### config.mk
export PLATFORM = sky130hd
export DESIGN_NAME = pipe_core_param
export DESIGN_NICKNAME = d
export VERILOG_FILES = /design/src/rtl/pipe_core_pkg.sv /design/src/rtl/pipe_hazard_unit.sv /design/src/rtl/pipe_core_param.sv
export SDC_FILE = /design/constraint.sdc
export NUM_CORES = 1
export LEC_CHECK = 0
export BUFFER_PORTS_ARGS = -buffer_cell sky130_fd_sc_hd__clkbuf_2
export CAP_MARGIN = 5
export CORE_UTILIZATION = 45
export DETAILED_ROUTE_END_ITERATION = 7
export PLACE_DENSITY = 0.69
export SLEW_MARGIN = 25
export SYNTH_ARGS = -nofsm -noshare
export SYNTH_HDL_FRONTEND = slang
export SYNTH_SLANG_ARGS = --single-unit
export TNS_END_PERCENT = 5
### constraint.sdc
create_clock -name clk -period 3.9 [get_ports clk]
set_input_delay 0.39 -clock clk [delete_from_list [all_inputs] [get_ports clk]]
set_output_delay 0.39 -clock clk [all_outputs]
set_load 0.01 [all_outputs]
### src/rtl/pipe_core_pkg.sv
// pipe_core_pkg: opcode encodings, the NOP word, instruction field extraction
// and the small decode predicates shared by the core and its hazard unit.
package pipe_core_pkg;

  localparam logic [3:0] OP_NOP   = 4'd0;
  localparam logic [3:0] OP_ADD   = 4'd1;
  localparam logic [3:0] OP_SUB   = 4'd2;
  localparam logic [3:0] OP_LOAD  = 4'd3;
  localparam logic [3:0] OP_STORE = 4'd4;
  localparam logic [3:0] OP_HALT  = 4'd15;

  // All-zero word decodes as NOP at any instruction width.
  localparam logic [63:0] NOP_INSTR = 64'd0;

  // Extract `width` bits starting at `lsb` from an instruction word.
  function automatic logic [31:0] get_field(input logic [63:0] ins, input int lsb,
                                            input int width);
    logic [63:0] mask;
    mask = (64'd1 << width) - 64'd1;
    return 32'((ins >> lsb) & mask);
  endfunction

  // Opcodes outside this set are executed as NOP.
  function automatic logic op_legal(input logic [3:0] op);
    return op inside {OP_NOP, OP_ADD, OP_SUB, OP_LOAD, OP_STORE, OP_HALT};
  endfunction

  // Ops that produce a register result.
  function automatic logic op_writes_reg(input logic [3:0] op);
    return op inside {OP_ADD, OP_SUB, OP_LOAD};
  endfunction

  // Ops that consume the s1 field as a register.
  function automatic logic op_reads_s1(input logic [3:0] op);
    return op inside {OP_ADD, OP_SUB, OP_STORE};
  endfunction

  // Ops that consume the s2 field as a register (STORE/LOAD use it as imm).
  function automatic logic op_reads_s2(input logic [3:0] op);
    return op inside {OP_ADD, OP_SUB};
  endfunction

endpackage

### src/rtl/pipe_hazard_unit.sv
// pipe_hazard_unit: compares the ID-stage sources against the EX-stage
// destination. Build option PIPE_FORWARDING_EN turns matches into EX operand
// forward selects; without it a match stalls ID for one cycle.
module pipe_hazard_unit
  import pipe_core_pkg::*;
#(
  parameter int RA = 4
) (
  input  logic [3:0]    id_op,
  input  logic [RA-1:0] id_s1,
  input  logic [RA-1:0] id_s2,
  input  logic [3:0]    ex_op,
  input  logic [RA-1:0] ex_dest,
  output logic          stall,
  output logic          fwd_a,
  output logic          fwd_b
);

  logic ex_prod;
  logic raw_a;
  logic raw_b;

  // R0 is never a producer, so writes to it cannot create a dependency.
  assign ex_prod = op_writes_reg(ex_op) && (ex_dest != '0);
  assign raw_a   = ex_prod && op_reads_s1(id_op) && (id_s1 == ex_dest);
  assign raw_b   = ex_prod && op_reads_s2(id_op) && (id_s2 == ex_dest);

`ifdef PIPE_FORWARDING_EN
  assign stall = 1'b0;
  assign fwd_a = raw_a;
  assign fwd_b = raw_b;
`else
  assign stall = raw_a | raw_b;
  assign fwd_a = 1'b0;
  assign fwd_b = 1'b0;
`endif

endmodule

### src/rtl/pipe_core_param.sv
// pipe_core_param: 4-stage in-order core (IF, ID, EX, WB) with a host
// programming port and a retire trace. Build option PIPE_FORWARDING_EN
// (see pipe_hazard_unit) trades the RAW stall for EX/WB -> EX forwarding.
module pipe_core_param
  import pipe_core_pkg::*;
#(
  parameter int  DW         = 8,
  parameter int  NREGS      = 16,
  parameter int  IMEM_DEPTH = 16,
  parameter int  DMEM_DEPTH = 16,
  localparam int RA         = $clog2(NREGS),
  localparam int PA         = $clog2(IMEM_DEPTH),
  localparam int IW         = 4 + 3*RA,
  localparam int PW         = (IW > DW) ? IW : DW
) (
  input  logic          clk,
  input  logic          reset,
  input  logic          prog_we,
  input  logic          prog_sel,
  input  logic [PA-1:0] prog_addr,
  input  logic [PW-1:0] prog_wdata,
  input  logic [RA-1:0] dbg_raddr,
  output logic [DW-1:0] dbg_rdata,
  output logic [PA-1:0] pc,
  output logic          halted,
  output logic          stall,
  output logic          retire_valid,
  output logic [3:0]    retire_op,
  output logic [RA-1:0] retire_dest,
  output logic [DW-1:0] retire_data,
  output logic [15:0]   retire_count
);

  localparam int DA = $clog2(DMEM_DEPTH);

  typedef struct packed {
    logic [3:0]    op;
    logic [RA-1:0] dest;   // zero unless op writes a register
    logic [RA-1:0] imm;
    logic [DW-1:0] a;
    logic [DW-1:0] b;
    logic          fwd_a;
    logic          fwd_b;
  } id_ex_t;

  typedef struct packed {
    logic [3:0]    op;
    logic [RA-1:0] dest;
    logic [DW-1:0] data;
    logic          wen;    // real register write (dest != 0)
  } ex_wb_t;

  logic [IW-1:0] imem [IMEM_DEPTH];
  logic [DW-1:0] dmem [DMEM_DEPTH];
  logic [DW-1:0] rf   [NREGS];

  logic [IW-1:0] if_id;
  id_ex_t        id_ex, id_ex_d;
  ex_wb_t        ex_wb, ex_wb_d;

  logic [3:0]    id_op_raw, id_op;
  logic [RA-1:0] id_dest, id_s1, id_s2;
  logic [DW-1:0] id_a, id_b;
  logic          hz_stall, hz_fwd_a, hz_fwd_b;

  logic [DW-1:0] ex_a, ex_b, ex_res;
  logic [DA-1:0] ex_addr;
  logic          ex_halt;
  logic          prog_en;

  // Host writes only land while the core is not executing.
  assign prog_en = prog_we && (reset || halted);

  // ID: decode fields, read sources with write-before-read bypass from WB.
  always_comb begin
    id_op_raw = 4'(get_field(64'(if_id), 3*RA, 4));
    id_op     = op_legal(id_op_raw) ? id_op_raw : OP_NOP;
    id_dest   = RA'(get_field(64'(if_id), 2*RA, RA));
    id_s1     = RA'(get_field(64'(if_id), RA, RA));
    id_s2     = RA'(get_field(64'(if_id), 0, RA));
    id_a      = rf[id_s1];
    id_b      = rf[id_s2];
    if (ex_wb.wen && (ex_wb.dest == id_s1)) id_a = ex_wb.data;
    if (ex_wb.wen && (ex_wb.dest == id_s2)) id_b = ex_wb.data;
    id_ex_d.op    = id_op;
    id_ex_d.dest  = op_writes_reg(id_op) ? id_dest : '0;
    id_ex_d.imm   = id_s2;
    id_ex_d.a     = id_a;
    id_ex_d.b     = id_b;
    id_ex_d.fwd_a = hz_fwd_a;
    id_ex_d.fwd_b = hz_fwd_b;
  end

  pipe_hazard_unit #(.RA(RA)) u_hazard (
    .id_op   (id_op),
    .id_s1   (id_s1),
    .id_s2   (id_s2),
    .ex_op   (id_ex.op),
    .ex_dest (id_ex.dest),
    .stall   (hz_stall),
    .fwd_a   (hz_fwd_a),
    .fwd_b   (hz_fwd_b)
  );

  assign stall = hz_stall && !reset;

  // EX: operand forwarding mux, ALU and asynchronous dmem read.
  always_comb begin
    ex_a    = id_ex.fwd_a ? ex_wb.data : id_ex.a;
    ex_b    = id_ex.fwd_b ? ex_wb.data : id_ex.b;
    ex_addr = id_ex.imm[DA-1:0];
    ex_halt = (id_ex.op == OP_HALT);
    case (id_ex.op)
      OP_ADD:   ex_res = ex_a + ex_b;
      OP_SUB:   ex_res = ex_a - ex_b;
      OP_LOAD:  ex_res = dmem[ex_addr];
      OP_STORE: ex_res = ex_a;
      default:  ex_res = '0;
    endcase
    ex_wb_d.op   = id_ex.op;
    ex_wb_d.dest = id_ex.dest;
    ex_wb_d.data = ex_res;
    ex_wb_d.wen  = op_writes_reg(id_ex.op) && (id_ex.dest != '0);
  end

  // IF: fetch into IF/ID; frozen by HALT, held by a stall.
  always_ff @(posedge clk) begin
    if (reset) begin
      pc    <= '0;
      if_id <= IW'(NOP_INSTR);
    end else if (halted || ex_halt) begin
      if_id <= IW'(NOP_INSTR);
    end else if (!hz_stall) begin
      if_id <= imem[pc];
      pc    <= pc + PA'(1);
    end
  end

  // ID/EX register: bubble on stall, HALT flush or while halted.
  always_ff @(posedge clk) begin
    if (reset || halted || ex_halt || hz_stall) id_ex <= '0;
    else                                        id_ex <= id_ex_d;
  end

  // EX/WB register keeps draining so the HALT itself retires exactly once.
  always_ff @(posedge clk) begin
    if (reset) ex_wb <= '0;
    else       ex_wb <= ex_wb_d;
  end

  // Halt latch and saturating retire counter.
  always_ff @(posedge clk) begin
    if (reset) begin
      halted       <= 1'b0;
      retire_count <= '0;
    end else begin
      if (ex_halt) halted <= 1'b1;
      if (retire_valid && (retire_count != 16'hFFFF))
        retire_count <= retire_count + 16'd1;
    end
  end

  // WB: register file write; R0 is never written so it always reads 0.
  always_ff @(posedge clk) begin
    if (reset) begin
      for (int i = 0; i < NREGS; i++) rf[i] <= '0;
    end else if (ex_wb.wen) begin
      rf[ex_wb.dest] <= ex_wb.data;
    end
  end

  // Instruction memory: host writes only.
  always_ff @(posedge clk) begin
    if (prog_en && !prog_sel) imem[prog_addr] <= prog_wdata[IW-1:0];
  end

  // Data memory: host writes, or STORE at the end of EX.
  always_ff @(posedge clk) begin
    if (prog_en && prog_sel)
      dmem[prog_addr[DA-1:0]] <= prog_wdata[DW-1:0];
    else if (!reset && (id_ex.op == OP_STORE))
      dmem[ex_addr] <= ex_a;
  end

  assign dbg_rdata    = rf[dbg_raddr];
  assign retire_valid = (ex_wb.op != OP_NOP);
  assign retire_op    = ex_wb.op;
  assign retire_dest  = ex_wb.dest;
  assign retire_data  = ex_wb.data;

endmodule

# Yosys cells after proc, flatten, opt, wreduce, memory -nomap -nowiden
# Memories as Yosys holds them, arrays and structs flattened. A register that Yosys moved wholly into a read port is not among the register bits.
# Cells that the tools add are included.
[totals]
register_bits = 52
ram_bits = 512
in_bits = 28
out_inout_bits = 47
wordCells = 94
memories = 3
[mem_list]
columns = ["memory", "words", "width", "rd", "rd_ports_with_merged_regs", "wr", "line_no", "text"]
rows = [
  ["imem", 16, 16, 1, 1, 1, "pipe_core_param.sv:53", "logic [IW-1:0] imem [IMEM_DEPTH];"],
  ["dmem", 16, 8, 1, 1, 1, "pipe_core_param.sv:54", "logic [DW-1:0] dmem [DMEM_DEPTH];"],
  ["rf", 16, 8, 3, 2, 16, "pipe_core_param.sv:55", "logic [DW-1:0] rf [NREGS];"],
]
[classes]
add_sub_neg = 4
eq_ne = 17
muxes = 23
bitwise = 4
reduce_logical = 31
[op_table]
columns = ["op", "n"]
rows = [
  ["two-way mux 8 bit", 4],
  ["case mux 8 bit (4 select lines)", 1],
  ["== test 4 x 2 -> 1 bit (second input constant)", 6],
  ["adder 16 x 1 -> 16 bit (second input constant)", 1],
  ["two-way mux 4 bit", 4],
  ["!= test 16 bit (second input constant)", 1],
  ["OR reduction 8 bit", 2],
  ["two-way mux 1 bit", 14],
  ["== test 4 x 1 -> 1 bit (second input constant)", 3],
  ["== test 4 x 3 -> 1 bit (second input constant)", 3],
  ["logical AND 1 bit", 11],
  ["nonzero test 3 bit", 3],
  ["adder 8 bit", 1],
  ["== test 4 bit", 2],
  ["== test 4 bit (second input constant)", 2],
  ["nonzero test 4 bit", 2],
  ["subtractor 8 bit", 1],
  ["nonzero test 6 bit", 1],
  ["adder 4 x 1 -> 4 bit (second input constant)", 1],
  ["logical NOT 4 bit", 1],
  ["logical OR 1 bit", 4],
  ["OR reduction 2 bit", 2],
  ["logical NOT 1 bit", 3],
  ["inverter 1 bit", 3],
  ["other kinds (3)", 3],
]

# Longest topological paths before layout
[depth]
ltp_word = 10
ltp_mapped = 11
depth_no_buf = 11

# Cells and area by module
# Synthesis repeated with hierarchy kept, for this count alone.
[unflattened]
cells_unflattened = 1543
hier_area_um2 = 26785.7
[by_module_without_submodules]
columns = ["mod", "n_inst", "cells_each", "area_each_um2", "seq_area_each_um2"]
rows = [
  ["pipe_core_param", 1, 1522, 26636.8, 17056.4],
  ["pipe_hazard_unit", 1, 21, 148.9, 0.0],
]

# Least setup slack after synthesis
# OpenSTA, ideal clock, no wires.
[synth_timing]
path_kind = "input to register"
startpoint = "input port reset"
endpoint = "memory imem[12][0] (netlist name) (enable)"
setup_time_ps = 409
arrival_ps = 2196
t_required_ps = 3491
setup_slack_ps = 1295
cell_stages = 5
n_path_buf = 1
cell_sequence = "clkbuf_1 -> o21ai_0 -> nor2_1 -> nand3_1 -> nor3_1"
[synth_between]
elab_chain_len = 5
[synth_lines]
columns = ["item", "line_no", "text"]
rows = [
  ["from (decl)", "pipe_core_param.sv:17", "input logic reset,"],
  ["logical OR 1 bit", "pipe_core_param.sv:72", "assign prog_en = prog_we && (reset || halted);"],
  ["logical AND 1 bit", "pipe_core_param.sv:72", ""],
  ["logical AND 1 bit", "pipe_core_param.sv:174", "if (prog_en && !prog_sel) imem[prog_addr] <= prog_wdata[IW-1:0];"],
  ["two-way mux 1 bit", "pipe_core_param.sv:174", ""],
  ["two-way mux 1 bit (not written as such)", "pipe_core_param.sv:174", ""],
  ["to (decl)", "pipe_core_param.sv:53", ""],
]
# Every way passes these cells.

# Final worst setup path
[layout_timing]
startpoint = "register id_ex, in the netlist ex_wb_d[15]"
endpoint = "memory dmem[7][1] (enable)"
[layout_between]
elab_chain_len = 7
word_cells_on_any_way = 8
classes_between = "1 x eq/ne; 5 x mux; 2 x reduce/logical"
[layout_lines]
columns = ["item", "line_no", "text"]
rows = [
  ["from (decl)", "pipe_core_param.sv:58", "id_ex_t id_ex, id_ex_d;"],
  ["from (signal assigned)", "pipe_core_param.sv:142", "else id_ex <= id_ex_d;"],
  ["== test 4 x 3 -> 1 bit (*)", "pipe_core_param.sv:181", "else if (!reset && (id_ex.op == OP_STORE))"],
  ["logical AND 1 bit (*)", "pipe_core_param.sv:181", ""],
  ["two-way mux 1 bit (*)", "pipe_core_param.sv:181", ""],
  ["two-way mux 1 bit (*)", "pipe_core_param.sv:179", "if (prog_en && prog_sel)"],
  ["two-way mux 1 bit (not written as such) (*)", "pipe_core_param.sv:182", "dmem[ex_addr] <= ex_a;"],
  ["OR reduction 8 bit (no source line)", "n/a", ""],
  ["two-way mux 4 bit (no source line) or two-way mux 1 bit (tied branches)", "n/a", ""],
  ["to (decl)", "pipe_core_param.sv:54", ""],
]
# Mark *: on every way between the ends. The rest lies on a longest branch, timed or not.

==> impl_metrics.env <==
export IMPL_synth_cell_types=69
export IMPL_place_gp_congestion=0.8813
export IMPL_worst_pin_slew_ps=983.8
export IMPL_syn_area_mm2=0.02696
export IMPL_yosys_warnings=0
export IMPL_rows=89
export IMPL_nets=1705
export IMPL_cts_htree_levels=2
export IMPL_skew_ps=49.37
export IMPL_io_buffers=74
export IMPL_cts_buffers=59
export IMPL_first_pass_iters=7
export IMPL_min_period_over_period=0.7761
export IMPL_viasPerCell=6.035
export IMPL_place_area_mm2=0.02800
export IMPL_drive_gt1_frac=0.2579
export IMPL_ys_ff_latch=594
export IMPL_fp_dieArea_mm2=0.06089
export IMPL_clock_sinks=594
export IMPL_rsz0062_at_grt="false"
export IMPL_grt_pass1_vias=14880
export IMPL_vdd_ir_drop_max_mv=0.4270
export IMPL_drt_iter0_markers=1489
export IMPL_netlist_instances=1587
export IMPL_crit_required_ps=4160
export IMPL_hold_violations=0
export IMPL_synth_largest_area_cell="edfxtp_1"
export IMPL_initial_utilization=0.4559
export IMPL_violations="design-rule violations"
export IMPL_cts_buffer_depth=3
export IMPL_setup_tns_ps=0
export IMPL_cts_setup_buffers=0
export IMPL_antenna_found_initial=2
export IMPL_syn_nets=1626
export IMPL_synth_edf_count=512
export IMPL_die_y_um=246.8
export IMPL_setup_viol=0
export IMPL_worst_slack_ps=873.3
export IMPL_nFillCells=4779
export IMPL_antenna_left=0
export IMPL_fin_area_mm2=0.02987
export IMPL_power_uw=14170
export IMPL_async_reset_ff_frac=0
export IMPL_wl_per_cell_um=26.34
export IMPL_max_cap_viol_count=0
export IMPL_synth_area_top_cells="edfxtp_1 57%, mux4_2 14%, dfxtp_1 6.1%"
export IMPL_clock_latency_ps=650
export IMPL_root_buffer="clkbuf_16"
export IMPL_drc=6
export IMPL_track_usage=0.2183
export IMPL_leakagePower_uw=0.01020
export IMPL_min_period_ps=3027
export IMPL_netlist_area_leader_share=0.5703
export IMPL_dp_hpwl_um=42730
export IMPL_worstSetupPathType="reg2reg"
export IMPL_whs_ps=139.9
export IMPL_ys_seq_area_frac=0.6312
export IMPL_num_vias=15020
export IMPL_routed_wl_um=65530
export IMPL_cts_resized=0
export IMPL_core_area_mm2=0.05913
export IMPL_area_growth_pct=10.79
export IMPL_holdCritPathClass="in2reg"
export IMPL_grt_pass1_wl_um=97150
export IMPL_slew_headroom=0.3441
export IMPL_crit_fanout=11
export IMPL_drv_slew=0
export IMPL_cts_tree="yes"
export IMPL_ys_flop_type="edfxtp_1"
export IMPL_arrival_ps=3290
export IMPL_fp_dieW_um=246.8
export IMPL_boundaryPins=75
export IMPL_crit_path_end_kind="flip-flop"
export IMPL_powerDensity_mw_per_mm2=474.5
export IMPL_status="finished, violations left"
export IMPL_synth_area_per_cell_um2=16.99
export IMPL_globalRouteOverflowTotal=0
export IMPL_synth_most_common_cell="edfxtp_1"
export IMPL_critPathLaunchType="flip-flop"
export IMPL_synth_common_cells="512 x edfxtp_1, 170 x mux4_2, 143 x and2_1"
export IMPL_hold_buffers=0
export IMPL_place_ws_ps=904.4
export IMPL_grt_start_max_net_pins=36
export IMPL_clkTransAtPathRegs_ps=70
export IMPL_max_freq_ghz=0.3304
[worst max-delay path, stage by stage (launching register included)]
cell and delay, ps:
dfxtp_1 500, nor4b_4 490, nand3_1 440, clkinv_1 320, a32oi_1 250, nor2_1 640
[per-layer routing]
metal	global-route usage	vias to the layer above	wire (µm)
li1	-	6444	-
met1	0.2884	7834	26430
met2	0.3672	617	32820
met3	0.03690	119	4413
met4	0.07153	2	1852
met5	0	-	11
[area by class of cell]
type | instances | area [µm²] | share of cell area
well taps | 773 | 967.2 | 0.03238
multi-input cells | 862 | 9104 | 0.3048
clock buffers | 64 | 1495 | 0.05006
diodes | 1 | 2.502 | 0.00008379
repair buffers | 134 | 845.8 | 0.02832
flip-flops and latches | 594 | 17030 | 0.5700
inverters | 15 | 56.30 | 0.001885
clock inverters | 45 | 370.4 | 0.01240
[placed cells by master (no fill, tap or decap), types with 12 or more instances in the layout]
master / netlist / routed
clkbuf_16: 0 / 59
buf_4: 25 / 58
a21oi_1: 27 / 27
mux4_2: 170 / 170
clkinv_1: 2 / 18
nand2_1: 52 / 52
clkinv_2: 0 / 12
xor2_1: 22 / 22
nor2_2: 0 / 12
mux4_1: 38 / 38
nor2b_1: 17 / 17
dfxtp_1: 82 / 77
xnor2_1: 19 / 19
mux2i_1: 57 / 57
a221oi_1: 24 / 24
edfxtp_1: 512 / 512
o21ai_1: 14 / 14
clkbuf_2: 0 / 74
nand3_1: 19 / 19
o21ai_0: 29 / 29
nor3_1: 19 / 15
and2_1: 143 / 143
nor2_1: 108 / 96
inv_1: 12 / 12
[cell families after synthesis]
kind of cell,synth area share
adder cells (fa/ha/maj),0.005384
multiplexers,0.2025
AND/OR/NAND/NOR,0.08290
buffers and inverters,0.03291
XOR/XNOR,0.01332
AO/OA/AOI/OAI,0.03175
flip-flops,0.6312
[registers in the layout, indices dropped and copies added, names as in the netlist, 4 cells and up]
signal / count
rf: 128
pc: 4
retire_data: 8
ex_addr: 4
retire_op: 4
id_ex: 16
retire_count: 16
retire_dest: 4
ex_wb_d: 8
dmem: 128
if_id: 16
imem: 256
[through the flow]
step | util | instances
after floorplan | - | 1587
after global placement | 0.4735 | 2378
after detailed placement | 0.4735 | 2378
after CTS | 0.5050 | 2487
after global routing | 0.5051 | 2488
final | 0.5051 | 2488
[power breakdown]
| group | total [µW] | internal [µW] | switching (µW) |
|---|---|---|---|
| clock network | 5450 | 2990 | 2460 |
| registers | 7180 | 7020 | 156 |
| logic | 1540 | 703 | 838 |
[path summary, 6_finish.rpt]
kind	start	end	slack [ps]	cells after the start
max	ex_wb_d[15]	dmem[7][1]	870	5
min	prog_wdata[14]	imem[6][14]	140	1
max reg2reg	ex_wb_d[15]	dmem[7][1]	870	5
min reg2reg	if_id[9]	if_id[9]	460	2
No activity file was read; power rests on OpenSTA's default activity.
